$ cat src/rtl/dma_arbiter_if.sv
// dma_arbiter_if: CPU port, interface-bus port and done interrupt of the DMA arbiter
interface dma_arbiter_if;
  logic [15:0] cpu_address;
  logic [7:0] cpu_din;
  logic [7:0] cpu_dout;
  logic cpu_w_en;
  logic cpu_r_en;
  logic cpu_stall;
  logic [15:0] bus_address;
  logic [7:0] bus_din;
  logic [7:0] bus_dout;
  logic bus_w_en;
  logic bus_r_en;
  logic done_flag;
  logic done_flag_clr;
  modport master (
    output cpu_address, cpu_din, cpu_w_en, cpu_r_en, bus_dout, done_flag_clr,
    input cpu_dout, cpu_stall, bus_address, bus_din, bus_w_en, bus_r_en, done_flag
  );
  modport slave (
    input cpu_address, cpu_din, cpu_w_en, cpu_r_en, bus_dout, done_flag_clr,
    output cpu_dout, cpu_stall, bus_address, bus_din, bus_w_en, bus_r_en, done_flag
  );
endinterface

$ cat src/rtl/dma_arbiter.sv
// dma_arbiter: memory-to-memory DMA sharing the interface bus with the CPU via round-robin
module dma_arbiter #(
  parameter logic [7:0] DMA_ADDRESS = 8'h0C
) (
  input logic clk,
  input logic rst,
  dma_arbiter_if.slave io
);
  localparam logic [1:0] IDLE = 2'd0;
  localparam logic [1:0] READ = 2'd1;
  localparam logic [1:0] WRITE = 2'd2;
  logic [1:0] state;
  logic [15:0] src, dst;
  logic [7:0] len, data_buf, rdata, off, reg_mux;
  logic cap, abort_pend, last_dma, rd_q, done;
  logic hit, busy, cpu_req, cpu_gnt, dma_gnt, reg_wr, ctrl_wr, abort_now;
  assign off = io.cpu_address[7:0] - DMA_ADDRESS;
  assign hit = io.cpu_address[15:8] == 8'h10 && off < 8'd6;
  assign busy = state != IDLE;
  assign cpu_req = (io.cpu_w_en | io.cpu_r_en) & ~hit;
  assign cpu_gnt = cpu_req & (~busy | last_dma);
  assign dma_gnt = busy & (~cpu_req | ~last_dma);
  assign reg_wr = hit & io.cpu_w_en;
  assign ctrl_wr = reg_wr && off == 8'd5;
  assign abort_now = abort_pend | (ctrl_wr & io.cpu_din[1]);
  assign reg_mux = off == 8'd0 ? src[7:0] : off == 8'd1 ? src[15:8] : off == 8'd2 ? dst[7:0] :
                   off == 8'd3 ? dst[15:8] : off == 8'd4 ? len : {6'b0, done, busy};
  assign io.cpu_stall = cpu_req & ~cpu_gnt;
  assign io.bus_address = cpu_gnt ? io.cpu_address : dma_gnt ? (state == READ ? src : dst) : 16'h0;
  // the first WRITE cycle forwards read data straight through; later ones replay the buffer
  assign io.bus_din = cpu_gnt ? io.cpu_din : (dma_gnt && state == WRITE) ? (cap ? io.bus_dout : data_buf) : 8'h0;
  assign io.bus_w_en = (cpu_gnt & io.cpu_w_en) | (dma_gnt && state == WRITE);
  assign io.bus_r_en = (cpu_gnt & io.cpu_r_en) | (dma_gnt && state == READ);
  assign io.cpu_dout = rd_q ? rdata : io.bus_dout;
  assign io.done_flag = done;
  always_ff @(posedge clk) begin
    if (rst) begin
      state <= IDLE;
      src <= '0;
      dst <= '0;
      len <= '0;
      data_buf <= '0;
      rdata <= '0;
      cap <= 1'b0;
      abort_pend <= 1'b0;
      last_dma <= 1'b0;
      rd_q <= 1'b0;
      done <= 1'b0;
    end else begin
      rd_q <= hit & io.cpu_r_en;
      rdata <= reg_mux;
      cap <= 1'b0;
      if (cpu_req & busy) last_dma <= dma_gnt;
      if (cap) data_buf <= io.bus_dout;
      if (io.done_flag_clr) done <= 1'b0;
      if (state == IDLE) begin
        abort_pend <= 1'b0;
        if (reg_wr && off == 8'd0) src[7:0] <= io.cpu_din;
        if (reg_wr && off == 8'd1) src[15:8] <= io.cpu_din;
        if (reg_wr && off == 8'd2) dst[7:0] <= io.cpu_din;
        if (reg_wr && off == 8'd3) dst[15:8] <= io.cpu_din;
        if (reg_wr && off == 8'd4) len <= io.cpu_din;
        if (ctrl_wr && io.cpu_din[0] && len != 8'd0) state <= READ;
      end else if (state == READ) begin
        if (abort_now) state <= IDLE;
        else if (dma_gnt) begin
          state <= WRITE;
          src <= src + 16'd1;
          cap <= 1'b1;
        end
      end else if (dma_gnt) begin
        dst <= dst + 16'd1;
        len <= len - 8'd1;
        if (len == 8'd1) begin
          state <= IDLE;
          done <= 1'b1;
        end else state <= abort_now ? IDLE : READ;
      end else if (abort_now) abort_pend <= 1'b1;
    end
  end
endmodule

$ cat src/flat_wrapper.sv
// flat-port wrapper written by rule: the top's interface ports become plain ports
module dma_arbiter_flat 
#(
  parameter logic [7:0] DMA_ADDRESS = 8'h0C
)
  (clk, rst, io_cpu_address, io_cpu_din, io_cpu_w_en, io_cpu_r_en, io_bus_dout, io_done_flag_clr, io_cpu_dout, io_cpu_stall, io_bus_address, io_bus_din, io_bus_w_en, io_bus_r_en, io_done_flag);
  dma_arbiter_if io_i ();
  input logic clk;
  input logic rst;
  input wire logic [$bits(io_i.cpu_address)-1:0] io_cpu_address;
  input wire logic [$bits(io_i.cpu_din)-1:0] io_cpu_din;
  input wire logic [$bits(io_i.cpu_w_en)-1:0] io_cpu_w_en;
  input wire logic [$bits(io_i.cpu_r_en)-1:0] io_cpu_r_en;
  input wire logic [$bits(io_i.bus_dout)-1:0] io_bus_dout;
  input wire logic [$bits(io_i.done_flag_clr)-1:0] io_done_flag_clr;
  output wire logic [$bits(io_i.cpu_dout)-1:0] io_cpu_dout;
  output wire logic [$bits(io_i.cpu_stall)-1:0] io_cpu_stall;
  output wire logic [$bits(io_i.bus_address)-1:0] io_bus_address;
  output wire logic [$bits(io_i.bus_din)-1:0] io_bus_din;
  output wire logic [$bits(io_i.bus_w_en)-1:0] io_bus_w_en;
  output wire logic [$bits(io_i.bus_r_en)-1:0] io_bus_r_en;
  output wire logic [$bits(io_i.done_flag)-1:0] io_done_flag;
  assign io_i.cpu_address = io_cpu_address;
  assign io_i.cpu_din = io_cpu_din;
  assign io_i.cpu_w_en = io_cpu_w_en;
  assign io_i.cpu_r_en = io_cpu_r_en;
  assign io_i.bus_dout = io_bus_dout;
  assign io_i.done_flag_clr = io_done_flag_clr;
  assign io_cpu_dout = io_i.cpu_dout;
  assign io_cpu_stall = io_i.cpu_stall;
  assign io_bus_address = io_i.bus_address;
  assign io_bus_din = io_i.bus_din;
  assign io_bus_w_en = io_i.bus_w_en;
  assign io_bus_r_en = io_i.bus_r_en;
  assign io_done_flag = io_i.done_flag;
  dma_arbiter #(.DMA_ADDRESS(DMA_ADDRESS)) u_core (.clk(clk), .rst(rst), .io(io_i));
endmodule
$ cat config.mk
export PLATFORM = sky130hd
export DESIGN_NAME = dma_arbiter_flat
export DESIGN_NICKNAME = d
export VERILOG_FILES = /design/src/rtl/dma_arbiter_if.sv /design/src/rtl/dma_arbiter.sv /design/src/flat_wrapper.sv
export SDC_FILE = /design/constraint.sdc
export NUM_CORES = 1
export LEC_CHECK = 0
export CORE_MARGIN = 5
export CORE_UTILIZATION = 40
export DETAILED_ROUTE_END_ITERATION = 6
export PLACE_DENSITY_LB_ADDON = 0.12
export SYNTH_ARGS = -nofsm -noshare
export SYNTH_HDL_FRONTEND = slang
export SYNTH_SLANG_ARGS = --single-unit
$ cat constraint.sdc
create_clock -name clk -period 3.8 [get_ports clk]
set_input_delay 0.57 -clock clk [delete_from_list [all_inputs] [get_ports clk]]
set_output_delay 0.57 -clock clk [all_outputs]
set_load 0.02 [all_outputs]
# Word-level counts from Yosys, hierarchy flattened
# Index checks and enable logic that the tools add are counted.
[op_classes] addsub=4 magnitude_cmp=1 eq_ne=17 mux=41 bitwise=23 reduce_logical=28
[op_table] operator="16-bit two-way mux" n=10
[op_table] operator="8-bit two-way mux" n=17
[op_table] operator="16-bit by 1-bit adder with 16-bit output (second input constant)" n=2
[op_table] operator="8-bit by 1-bit == test with 1-bit output (second input constant)" n=2
[op_table] operator="8-bit by 2-bit == test with 1-bit output (second input constant)" n=2
[op_table] operator="8-bit by 3-bit == test with 1-bit output (second input constant)" n=2
[op_table] operator="2-bit != test (second input constant)" n=8
[op_table] operator="3-bit AND reduction" n=5
[op_table] operator="2-bit two-way mux" n=7
[op_table] operator="1-bit logical AND" n=11
[op_table] operator="1-bit AND" n=10
[op_table] operator="8-bit by 5-bit == test with 1-bit output (second input constant)" n=1
[op_table] operator="8-bit logical NOT" n=1
[op_table] operator="8-bit by 3-bit less-than comparator with 1-bit output (second input constant)" n=1
[op_table] operator="4-bit AND reduction" n=2
[op_table] operator="8-bit nonzero test" n=1
[op_table] operator="8-bit by 1-bit subtractor with 8-bit output (second input constant)" n=1
[op_table] operator="8-bit by 4-bit subtractor with 8-bit output (second input constant)" n=1
[op_table] operator="1-bit two-way mux" n=7
[op_table] operator="1-bit inverter" n=7
[op_table] operator="1-bit OR" n=6
[op_table] operator="2-bit nonzero test" n=3
[op_table] operator="3-bit nonzero test" n=2
[op_table] operator="4-bit OR reduction" n=1
[op_table] operator="other kinds (4)" n=4
[word_totals] register_bits=63 inputBits=37 output_inout_bits=36

# Logic depth before layout (Yosys ltp)
# Gate-level depths: netlist of run 1.
[depth] depth_word=12 mapped_depth=10 depth_no_buf=8

# Least setup slack after synthesis of run 1
# No wires, ideal clock.
[synth_timing] kind="input port to output port" from="in io_cpu_address[2]" to="out io_bus_din[0]" arrival_ps=3015 t_required_ps=3230 path_slack_ps=215 path_stages=8 cell_sequence="ha_1 > or3b_1 > nand2b_1 > buf_6 > a2111o_1 > a21oi_1 > nand2_1 > o21ai_0"
[synth_between] elab_chain_cells=11
[synth_lines] item="from (decl)" line_no="flat_wrapper.sv:10" text="input wire logic [$bits(io_i.cpu_address)-1:0] io_cpu_address;"
[synth_lines] item="8-bit by 4-bit subtractor with 8-bit output *" line_no="dma_arbiter.sv:17" text="assign off = io.cpu_address[7:0] - DMA_ADDRESS;"
[synth_lines] item="8-bit by 3-bit less-than comparator with 1-bit output *" line_no="dma_arbiter.sv:18" text="assign hit = io.cpu_address[15:8] == 8'h10 && off < 8'd6;"
[synth_lines] item="1-bit logical AND *" line_no="dma_arbiter.sv:18"
[synth_lines] item="1-bit inverter *" line_no="dma_arbiter.sv:20" text="assign cpu_req = (io.cpu_w_en | io.cpu_r_en) & ~hit;"
[synth_lines] item="1-bit AND *" line_no="dma_arbiter.sv:20"
[synth_lines] item="1-bit inverter" line_no="dma_arbiter.sv:22" text="assign dma_gnt = busy & (~cpu_req | ~last_dma);"
[synth_lines] item="1-bit OR" line_no="dma_arbiter.sv:22"
[synth_lines] item="1-bit AND" line_no="dma_arbiter.sv:22"
[synth_lines] item="1-bit logical AND" line_no="dma_arbiter.sv:31" text="assign io.bus_din = cpu_gnt ? io.cpu_din : (dma_gnt && state == WRITE) ? (cap ? io.bus_dout : data_buf) : 8'h0 ..."
[synth_lines] item="8-bit two-way mux" line_no="dma_arbiter.sv:31"
[synth_lines] item="8-bit two-way mux *" line_no="dma_arbiter.sv:31"
[synth_lines] item="to (decl)" line_no="flat_wrapper.sv:19" text="output wire logic [$bits(io_i.bus_din)-1:0] io_bus_din;"
# Every way passes the cells marked *; elsewhere a longest branch is shown, timed or not.

# Worst setup path in the final report of run 1
[layout_timing] from="in io_cpu_address[2]" to="out io_bus_address[12]"
[layout_between] elab_chain_cells=10
[layout_lines] item="8-bit by 4-bit subtractor with 8-bit output *" line_no="dma_arbiter.sv:17"
[layout_lines] item="8-bit by 3-bit less-than comparator with 1-bit output *" line_no="dma_arbiter.sv:18"
[layout_lines] item="1-bit logical AND *" line_no="dma_arbiter.sv:18"
[layout_lines] item="1-bit inverter *" line_no="dma_arbiter.sv:20"
[layout_lines] item="1-bit AND *" line_no="dma_arbiter.sv:20"
[layout_lines] item="1-bit inverter" line_no="dma_arbiter.sv:22"
[layout_lines] item="1-bit OR" line_no="dma_arbiter.sv:22"
[layout_lines] item="1-bit AND" line_no="dma_arbiter.sv:22"
[layout_lines] item="16-bit two-way mux" line_no="dma_arbiter.sv:29" text="assign io.bus_address = cpu_gnt ? io.cpu_address : dma_gnt ? (state == READ ? src : dst) : 16'h0;"
[layout_lines] item="16-bit two-way mux *" line_no="dma_arbiter.sv:29"
[layout_lines] item="to (decl)" line_no="flat_wrapper.sv:18" text="output wire logic [$bits(io_i.bus_address)-1:0] io_bus_address;"
# Marked as above.

==> reports/qor.txt, run 1 <==
Status: finished, final reports clean
Finish-stage setup viols: 0
PD cells: 305 nW/µm²
Hpwl dp: 13.6 mm
Final Util: 52.7%
Hold depth: 2
Main synth FF type: dfxtp_1
Reg2reg start: u_core.state[1]$_SDFFE_PP0P_
Post-synth EDFFs: 0
Largest net degree at the start of global routing: 60
Post-Syn Area: 4490 µm²
Ys async rst share: 0%
Hold Path End: u_core.data_buf[2]$_SDFF_PP0_
Wire length per cell: 22.4 µm
Wirelength, routed: 18.6 mm
# diodes: 0
TritonCTS buffer count: 9
Slowest-stage cell, CP: clkdlybuf4s50_1
Yosys warning count: 0
DIE WIDTH: 116 µm
Flop-to-flop setup slack: 1.23 ns
LEAKAGE: 2.01 nW
Final period util: 98.0%
Seq/Total Area, Yosys: 28.1%
Max Clk Rate: 269 MHz
RSZ-0062 raised after global routing: true
Final cell count without fillers: 828
Max-slew headroom: 39.1%
Critical path peak fanout: 23
I/O pins: 73
Dpl cells: 811
DR pass1 iterations: 5
Total GRT Usage: 27.8%
DR vias/cell: 6.46
Die area: 13,400 µm²
First-pass GRT wire length: 28.8 mm
Skew-Pair Late Insertion Delay: 0.35 ns
R2R depth: 7
Flops & latches, synth: 63
Final max-slew violation count: 0
Skew final: 0.00697 ns
Final TNS setup: 0 ns
Fin crit period: 3.72 ns
Worst Hold Launch: u_core.data_buf[2]$_SDFF_PP0_
Final Hold Fails: 0
Crit path cell chain: clkdlybuf4s50_1 > ha_1 > or3b_1 > nand2b_1 > buf_4 > a2111oi_4 > nor3_4 > buf_12 > nand2_1 > o21ai_0 > clkdlybuf4s15_1
Root Driver: clkbuf_16
Starting Density: 41.0%
Worst R2R End: u_core.src[11]$_SDFFE_PP0P_
Pwr Total: 0.00175 W
Mapped Cells: 598
Worst Setup End Kind: primary output
Crit-path max cell delay: 0.45 ns
Worst-Margin Slew: 0.912 ns
Crit Path Class: in2out
Layout cells sized above 1: 14.7%
Nets@finish: 727
Vias: 5,345
Clk slew on worst S/H paths: 0.06 ns
CTS tree: yes
Hold_ws: 0.495 ns
Clock Sinks: 63
Peak supply drop: 156 µV
Total gr overflow: 0
Vias in the first global route: 5,071
WP data arrival: 3.15 ns
Syn-to-layout area delta: 28.4%
Drt drc: 0
IO Port Bufs: 72
Gpl congestion: 0.957
Core Rows: 38
CP required: 3.23 ns
H-tree lvl count: 3
Initial antenna violation count: 0
Synth unique cells: 66
Avg Cell Area, Syn: 7.50 µm²
Worst Setup Start Kind: input pin
Die H: 116 µm
MaxCap Viol Count: 0
Core Region: 10,900 µm²
Max Root-Sink Buffers: 2
Post-route antenna net violation count: 0
Post-synthesis net count: 642
Min-Delay Path Class: reg2reg
Hold Buf Count CTS: 0
DRT iter0 DRCs: 406
==> cells in the mapped netlist (7+ instances only) <==
master	instances	area share [%]
a211oi_1	21	3.5
a21oi_1	37	4.1
a221oi_1	16	3.1
clkbuf_1	36	3.0
dfxtp_1	63	28
ha_1	7	2.0
inv_1	21	1.8
mux2_2	8	2.0
mux2i_1	26	5.8
nand2_1	85	7.1
nand3_1	21	2.3
nor2_1	49	4.1
nor3_1	12	1.3
o21ai_0	51	5.7
o22ai_1	9	1.3
o31a_1	11	2.1
o32ai_1	13	2.5
==> layer usage <==
metal  GRT usage (%)  part of all wire [%]  vias to the layer above
met5               0                     0                        -
met4            12.7                   4.1                        0
met3            5.12                    11                       64
met2            42.7                    44                      334
met1            37.9                    42                     2490
li1                -                     -                     2457
==> worst max-delay path by stage <==
| stage | startpoint | end | slack, ns | cells past startpoint |
|---|---|---|---|---|
| 3_5_place_dp | io_cpu_address[2] | io_bus_din[6] | -0.29 | 9 |
| 6_report | io_cpu_address[2] | io_bus_address[12] | 0.08 | 11 |
| 4_1_cts | io_cpu_address[2] | io_bus_address[12] | -0.003 | 11 |
| 5_1_grt | io_cpu_address[2] | io_bus_address[12] | -0.12 | 11 |
| 2_1_floorplan | io_cpu_address[2] | io_bus_din[0] | 0.21 | 8 |
| 3_3_place_gp | io_cpu_address[2] | io_bus_din[3] | -0.24 | 9 |
==> flip-flops by register name, summed over array words and instances (netlist names) <==
signal and flops:
u_core.rdata 8, u_core.io.done_flag 1, u_core.cap 1, u_core.src 16, u_core.len 8, u_core.dst 16
u_core.abort_pend 1, u_core.data_buf 8, u_core.last_dma 1, u_core.state 2, u_core.rd_q 1
==> report_power, final <==
group	internal, W	total [W]	switching, W
Sequential	0.000661	0.000661	0.000000163
Clock	0.000526	0.000859	0.000334
Combinational	0.0000999	0.000234	0.000134
==> metrics by stage <==
stage,setup WS [ns],area (µm²)
2_1_floorplan,0.215,4490
5_1_grt,-0.119,5760
4_1_cts,-0.00336,5830
3_5_place_dp,-0.290,5560
3_3_place_gp,-0.238,5560
6_report,0.0765,5760
==> worst max-delay path: cells and delay by family <==
kind / cells / cell delay [ns]
buffers and inverters: 4 / 1.11
adders and majority gates: 1 / 0.22
and+or+nand+nor: 4 / 0.73
AOI/OAI and AO/OA: 2 / 0.51
==> cell usage in the layout (no fill, tap or decap), types with 5 or more instances in the layout <==
cell type         n
a2111oi_0         6
a211o_1           5
a211oi_1         21
a21oi_1          37
a221oi_1         16
buf_4            38
clkbuf_16         9
clkbuf_2         23
clkdlybuf4s50_1  44
dfxtp_1          63
ha_1              7
inv_1            21
mux2_2            8
mux2i_1          26
nand2_1          84
nand3_1          21
nand4_1           6
nor2_1           47
nor2b_1           6
nor3_1           11
o21ai_0          50
o22ai_1           9
o31a_1           11
o31ai_1           6
o32ai_1          13
or3_1             6
==> logic make-up after synthesis <==
kind of cell,count (synthesis),share of synthesized area (%)
flops,63,28.1
fa+ha+maj,7,1.95
compound gates,223,35.3
buf+inv,61,5.30
mux,35,8.06
simple gates,209,21.3
==> repair_timing <==
action / 4_1_cts / 5_1_grt
pin swaps: 0 / 1
resized for setup: 29 / 74
cloned: 0 / 0
buffers inserted: 0 / 1
endpoints found under the setup margin: 27 / 26
==> cell type report <==
type	instances	area, µm²
clock inverter	5	56.3
inverter	22	82.6
clock buffer	11	243
fill	1087	5180
sequential	63	1260
multi-input combinational	474	3010
timing repair buffer	113	936
tap	140	175
Power figures use the tool's default switching activity.
==> inputs of run 2 (changes only) <==
--- a/config.mk
+++ b/config.mk
@@ -7,6 +7,7 @@
 export LEC_CHECK = 0
 export CORE_MARGIN = 5
 export CORE_UTILIZATION = 40
+export CTS_BUF_LIST = sky130_fd_sc_hd__clkbuf_8 sky130_fd_sc_hd__clkbuf_16
 export DETAILED_ROUTE_END_ITERATION = 6
 export PLACE_DENSITY_LB_ADDON = 0.12
 export SYNTH_ARGS = -nofsm -noshare
==> run 2 against run 1 <==
Total power about the same. Sequential share of layout area unchanged. Final area unchanged. Via count decreased by 0.34%. Global-route usage unchanged.
==> reports/qor.txt, run 2 (synthesized netlist as in run 1, its figures left out) <==
Finished layout cell area: 5760 µm²
Critical path peak fanout: 23
LEAKAGE: 2.02 nW
DR vias/cell: 6.43
Crit-path max cell delay: 0.45 ns
I/O pins: 73
Peak supply drop: 157 µV
IO Port Bufs: 72
Drt drc: 0
Root Driver: clkbuf_16
Hold Path End: u_core.data_buf[3]$_SDFF_PP0_
Dpl cells: 811
Most frequent cells in the layout: nand2_1 (84), dfxtp_1 (63), o21ai_0 (50)
Fin crit period: 3.72 ns
DR pass1 iterations: 5
Total GRT Usage: 27.8%
Hold Buf Count CTS: 0
DIE WIDTH: 116 µm
Clock Sinks: 63
Die area: 13,400 µm²
Status: finished, final reports clean
Nets@finish: 727
Final Util: 52.7%
Final setup margin: 0.0771 ns
Clk slew on worst S/H paths: 0.05 ns
Final max-slew violation count: 0
Core Region: 10,900 µm²
Wire length per cell: 22.5 µm
Final period util: 98.0%
Max Clk Rate: 269 MHz
DRT iter0 DRCs: 435
MaxCap Viol Count: 0
Most common cell after layout, fill and taps aside: nand2_1
Biggest regs: u_core.dst (16), u_core.src (16)
Min-Delay Path Class: reg2reg
TritonCTS buffer count: 9
Post-route antenna net violation count: 0
Crit Path Class: in2out
Worst-Margin Slew: 0.908 ns
Skew-Pair Late Insertion Delay: 0.35 ns
Layout cells sized above 1: 14.7%
Gpl congestion: 0.957
Final cell count without fillers: 828
First-pass GRT wire length: 28.8 mm
Worst Hold Launch: u_core.data_buf[3]$_SDFF_PP0_
Syn-to-layout area delta: 28.4%
Slowest-stage cell, CP: clkdlybuf4s50_1
Worst R2R End: u_core.src[11]$_SDFFE_PP0P_
Skew final: 0.00682 ns
Pwr Total: 0.00175 W
DP Worst Slack: -0.290 ns
Wirelength, routed: 18.6 mm
Crit path cell chain: clkdlybuf4s50_1 > ha_1 > or3b_1 > nand2b_1 > buf_4 > a2111oi_4 > nor3_4 > buf_12 > nand2_1 > o21ai_0 > clkdlybuf4s15_1
Worst Setup End Kind: primary output
Final Hold Fails: 0
Total gr overflow: 0
# fillers: 1,087
Reg2reg start: u_core.state[1]$_SDFFE_PP0P_
Hold depth: 2
Hpwl dp: 13.6 mm
Finish-stage setup viols: 0
Flop-to-flop setup slack: 1.25 ns
# diodes: 0
CTS tree: yes
Initial antenna violation count: 0
Die H: 116 µm
Placed cell areas: 5560 µm²
RSZ-0062 raised after global routing: true
Largest net degree at the start of global routing: 60
Vias: 5,327
PD cells: 304 nW/µm²
Max Root-Sink Buffers: 2
Starting Density: 41.0%
Core Rows: 38
WP data arrival: 3.15 ns
H-tree lvl count: 3
Vias in the first global route: 5,071
Worst Setup Start Kind: input pin
Max-slew headroom: 39.4%
R2R depth: 7
CP required: 3.23 ns
run 2: routing by layer:
metal  global-route usage (%)  wire length [µm]  up-vias
met5                        0                 0        -
met4                     12.7               649        0
met3                     5.12              1930       49
met2                     42.7              8220      329
met1                     37.9              7810     2492
li1                         -                 -     2457
run 2: stage by stage:
step | TNS [ns] | hold WS [ns]
final | 0 | 0.493
after global routing | -0.172 | 0.514
after CTS | -0.00336 | 0.493
after detailed placement | -5.24 | 0.480
after global placement | -4.11 | 0.464
after floorplan | 0 | 0.450
run 2: worst max-delay path, delay by kind of cell:
kind	cells	cell delay [ns]
AO/OA/AOI/OAI	2	0.51
adder cells (fa/ha/maj)	1	0.22
buffers and inverters	4	1.11
AND/OR/NAND/NOR	4	0.73
run 2: worst max-delay path by stage:
stage                      start            endpoint  slack [ns]
6_report       io_cpu_address[2]  io_bus_address[12]        0.08
5_1_grt        io_cpu_address[2]  io_bus_address[12]       -0.12
4_1_cts        io_cpu_address[2]  io_bus_address[12]      -0.003
3_5_place_dp   io_cpu_address[2]       io_bus_din[6]       -0.29
3_3_place_gp   io_cpu_address[2]       io_bus_din[3]       -0.24
2_1_floorplan  io_cpu_address[2]       io_bus_din[0]        0.21
run 2: timing repair:
item | CTS | global route
setup endpoints to repair | 27 | 26
pin swaps | 0 | 1
buffers inserted | 0 | 1
resized for setup | 29 | 74
gates cloned | 0 | 0
run 2: cell type report:
class | count | area, µm² | share of cell area, %
multi-input combinational | 474 | 3010 | 52.2
sequential | 63 | 1260 | 21.9
timing repair buffer | 113 | 936 | 16.3
clock inverter | 6 | 60.1 | 1.04
inverter | 22 | 82.6 | 1.43
clock buffer | 10 | 239 | 4.15
tap | 140 | 175 | 3.04
run 2: power breakdown:
group | internal (W) | switching, W | leakage, nW
logic | 0.0000999 | 0.000135 | 1.36
clock network | 0.000523 | 0.000335 | 0.150
registers | 0.000661 | 0.000000163 | 0.507
total | 0.00128 | 0.000469 | 2.02
==> inputs of run 3 (changes only) <==
--- a/config.mk
+++ b/config.mk
@@ -9,6 +9,8 @@
 export CORE_UTILIZATION = 40
 export CTS_BUF_LIST = sky130_fd_sc_hd__clkbuf_8 sky130_fd_sc_hd__clkbuf_16
 export DETAILED_ROUTE_END_ITERATION = 6
+export DONT_BUFFER_PORTS = 1
+export MAX_ROUTING_LAYER = met4
 export PLACE_DENSITY_LB_ADDON = 0.12
 export SYNTH_ARGS = -nofsm -noshare
 export SYNTH_HDL_FRONTEND = slang
==> run 3 against run 2 <==
Sequential cell count unchanged. Combinational power decreased by 38%. Fmax increased by 4.8%. Utilization decreased by 5.9 points. Clock skew increased by 0.0024 ns. Total power decreased by 5.7%. Die area unchanged. Cell count decreased by 8.8%. Global-route usage increased by 0.69 points. Highest routed layer unchanged. Via count decreased by 5.0%.
==> reports/qor.txt, run 3 (synthesized netlist as in run 1, its figures left out) <==
Hold_ws: 0.309 ns
Gpl congestion: 0.971
Final Hold Fails: 0
Starting Density: 41.0%
Hold depth: 1
Die H: 116 µm
Die area: 13,400 µm²
Placed cell areas: 4820 µm²
Post-CTS Setup Repair Bufs: 0
Core Region: 10,900 µm²
# diodes: 0
DIE WIDTH: 116 µm
Status: finished, final reports clean
Worst Setup End Kind: primary output
PD cells: 323 nW/µm²
CTS tree: yes
Core Rows: 38
Finish-stage setup viols: 0
Hold Buf Count CTS: 0
Worst Setup Start Kind: input pin
Most frequent cells in the layout: nand2_1 (85), dfxtp_1 (63), o21ai_0 (51)
Max Clk Rate: 281 MHz
Initial antenna violation count: 0
Nets@finish: 654
Worst Hold Launch: rst
Final TNS setup: 0 ns
I/O pins: 73
TritonCTS buffer count: 9
Peak supply drop: 201 µV
Part of the power in registers: 40.0%
Hold Path End: u_core.io.done_flag$_SDFF_PP0_
Drt drc: 0
First-pass GRT wire length: 27.9 mm
Most common cell after layout, fill and taps aside: nand2_1
Vias: 5,059
Max-slew headroom: 29.5%
RSZ-0062 raised after global routing: false
Vias in the first global route: 4,713
Met2 wire len: 8.12 mm
Worst R2R End: u_core.src[11]$_SDFFE_PP0P_
H-tree lvl count: 3
P_int: 0.00124 W
Wire length per cell: 24.4 µm
DR WL met3: 1.80 mm
MaxCap Viol Count: 0
Skew final: 0.00918 ns
Reg2reg start: u_core.state[1]$_SDFFE_PP0P_
Sw frac: 25.1%
Min-Delay Path Class: in2reg
R2R depth: 7
Worst-Margin Slew: 1.05 ns
Final period util: 93.5%
Skew-Pair Late Insertion Delay: 0.35 ns
LEAKAGE: 1.71 nW
Switching power total: 0.000414 W
Wirelength, routed: 18.5 mm
WL met1: 8.03 mm
IO Port Bufs: 0
CP required: 3.23 ns
Final max-slew violation count: 0
Syn-to-layout area delta: 14.0%
DR pass1 iterations: 5
Total GRT Usage: 28.5%
Root Driver: clkbuf_16
Critical path peak fanout: 16
WP data arrival: 2.98 ns
DR vias/cell: 6.70
Flop-to-flop setup slack: 1.26 ns
Post-route antenna net violation count: 0
DRT iter0 DRCs: 478
Layout cells sized above 1: 12.4%
Fin crit period: 3.55 ns
Biggest regs: u_core.dst (16), u_core.src (16)
Crit Path Class: in2out
Clk slew on worst S/H paths: 0.06 ns
Clock Sinks: 63
Largest net degree at the start of global routing: 61
Clock Power Share: 51.2%
Total gr overflow: 0
Finished layout cell area: 5110 µm²
Hpwl dp: 13.5 mm
Comb pwr share: 8.8%
Post-cts resize count: 0
Max Root-Sink Buffers: 2
Top Layer Used: met4
-- run 3: changes by cell type in the layout (fill, tap and decap cells not counted), sizes merged --
cell,delta
clkinvlp,+1
clkbuf,-23
clkdlybuf4s50,-44
clkdlybuf4s15,-3
inv,-2
clkinv,+1
buf,-2
dlygate4sd2,-1
-- run 3: cell type report --
class,instances,area (µm²)
Clock inverter,6,60.1
Clock buffer,10,239
Tap cell,140,175
Timing Repair Buffer,40,300
Multi-Input combinational cell,474,3000
Sequential cell,63,1260
Fill cell,1130,5820
Inverter,22,82.6
-- run 3: stage by stage --
step / power [W] / util [%] / std cells / worst slack (ns)
3_3_place_gp: 0.000819 / 44.0 / 739 / 0.436
2_1_floorplan: 0.000786 / - / 598 / 0.215
3_5_place_dp: 0.000820 / 44.0 / 739 / 0.277
4_1_cts: 0.00167 / 46.8 / 755 / 0.267
6_report: 0.00165 / 46.8 / 755 / 0.247
5_1_grt: 0.00170 / 46.8 / 755 / 0.0781
-- run 3: routing by layer --
metal  global-route usage, %  vias to the layer above
met5                       -                        -
met4                    11.5                        0
met3                    5.22                       49
met2                    42.8                      301
met1                    37.8                     2400
li1                        -                     2309
-- run 3: worst max-delay path by stage --
stage	startpoint	to	slack (ns)	cells after the start
5_1_grt	io_cpu_address[2]	io_bus_address[2]	0.08	8
3_5_place_dp	io_cpu_address[2]	io_bus_address[5]	0.28	8
2_1_floorplan	io_cpu_address[2]	io_bus_din[0]	0.21	8
4_1_cts	io_cpu_address[2]	io_bus_address[5]	0.27	8
6_report	io_cpu_address[2]	io_bus_address[2]	0.25	8
3_3_place_gp	io_cpu_address[2]	io_bus_address[1]	0.44	8
-- run 3: critical path: stages --
cell and delay, ns:
ha_1 0.18, or3b_1 0.43, nand2b_1 0.31, a2111o_1 0.56, nand2_1 0.12, nand2_1 0.30, o21ai_0 0.33, buf_4 0.19
-- run 3: power groups by stage --
stage / combinational [W] / sequential (W) / clock (W)
after floorplan: 0.000111 / 0.000676 / 0
after detailed placement: 0.000144 / 0.000676 / 0
after CTS: 0.000144 / 0.000661 / 0.000861
final: 0.000145 / 0.000661 / 0.000847
after global routing: 0.000156 / 0.000661 / 0.000884
after global placement: 0.000143 / 0.000676 / 0
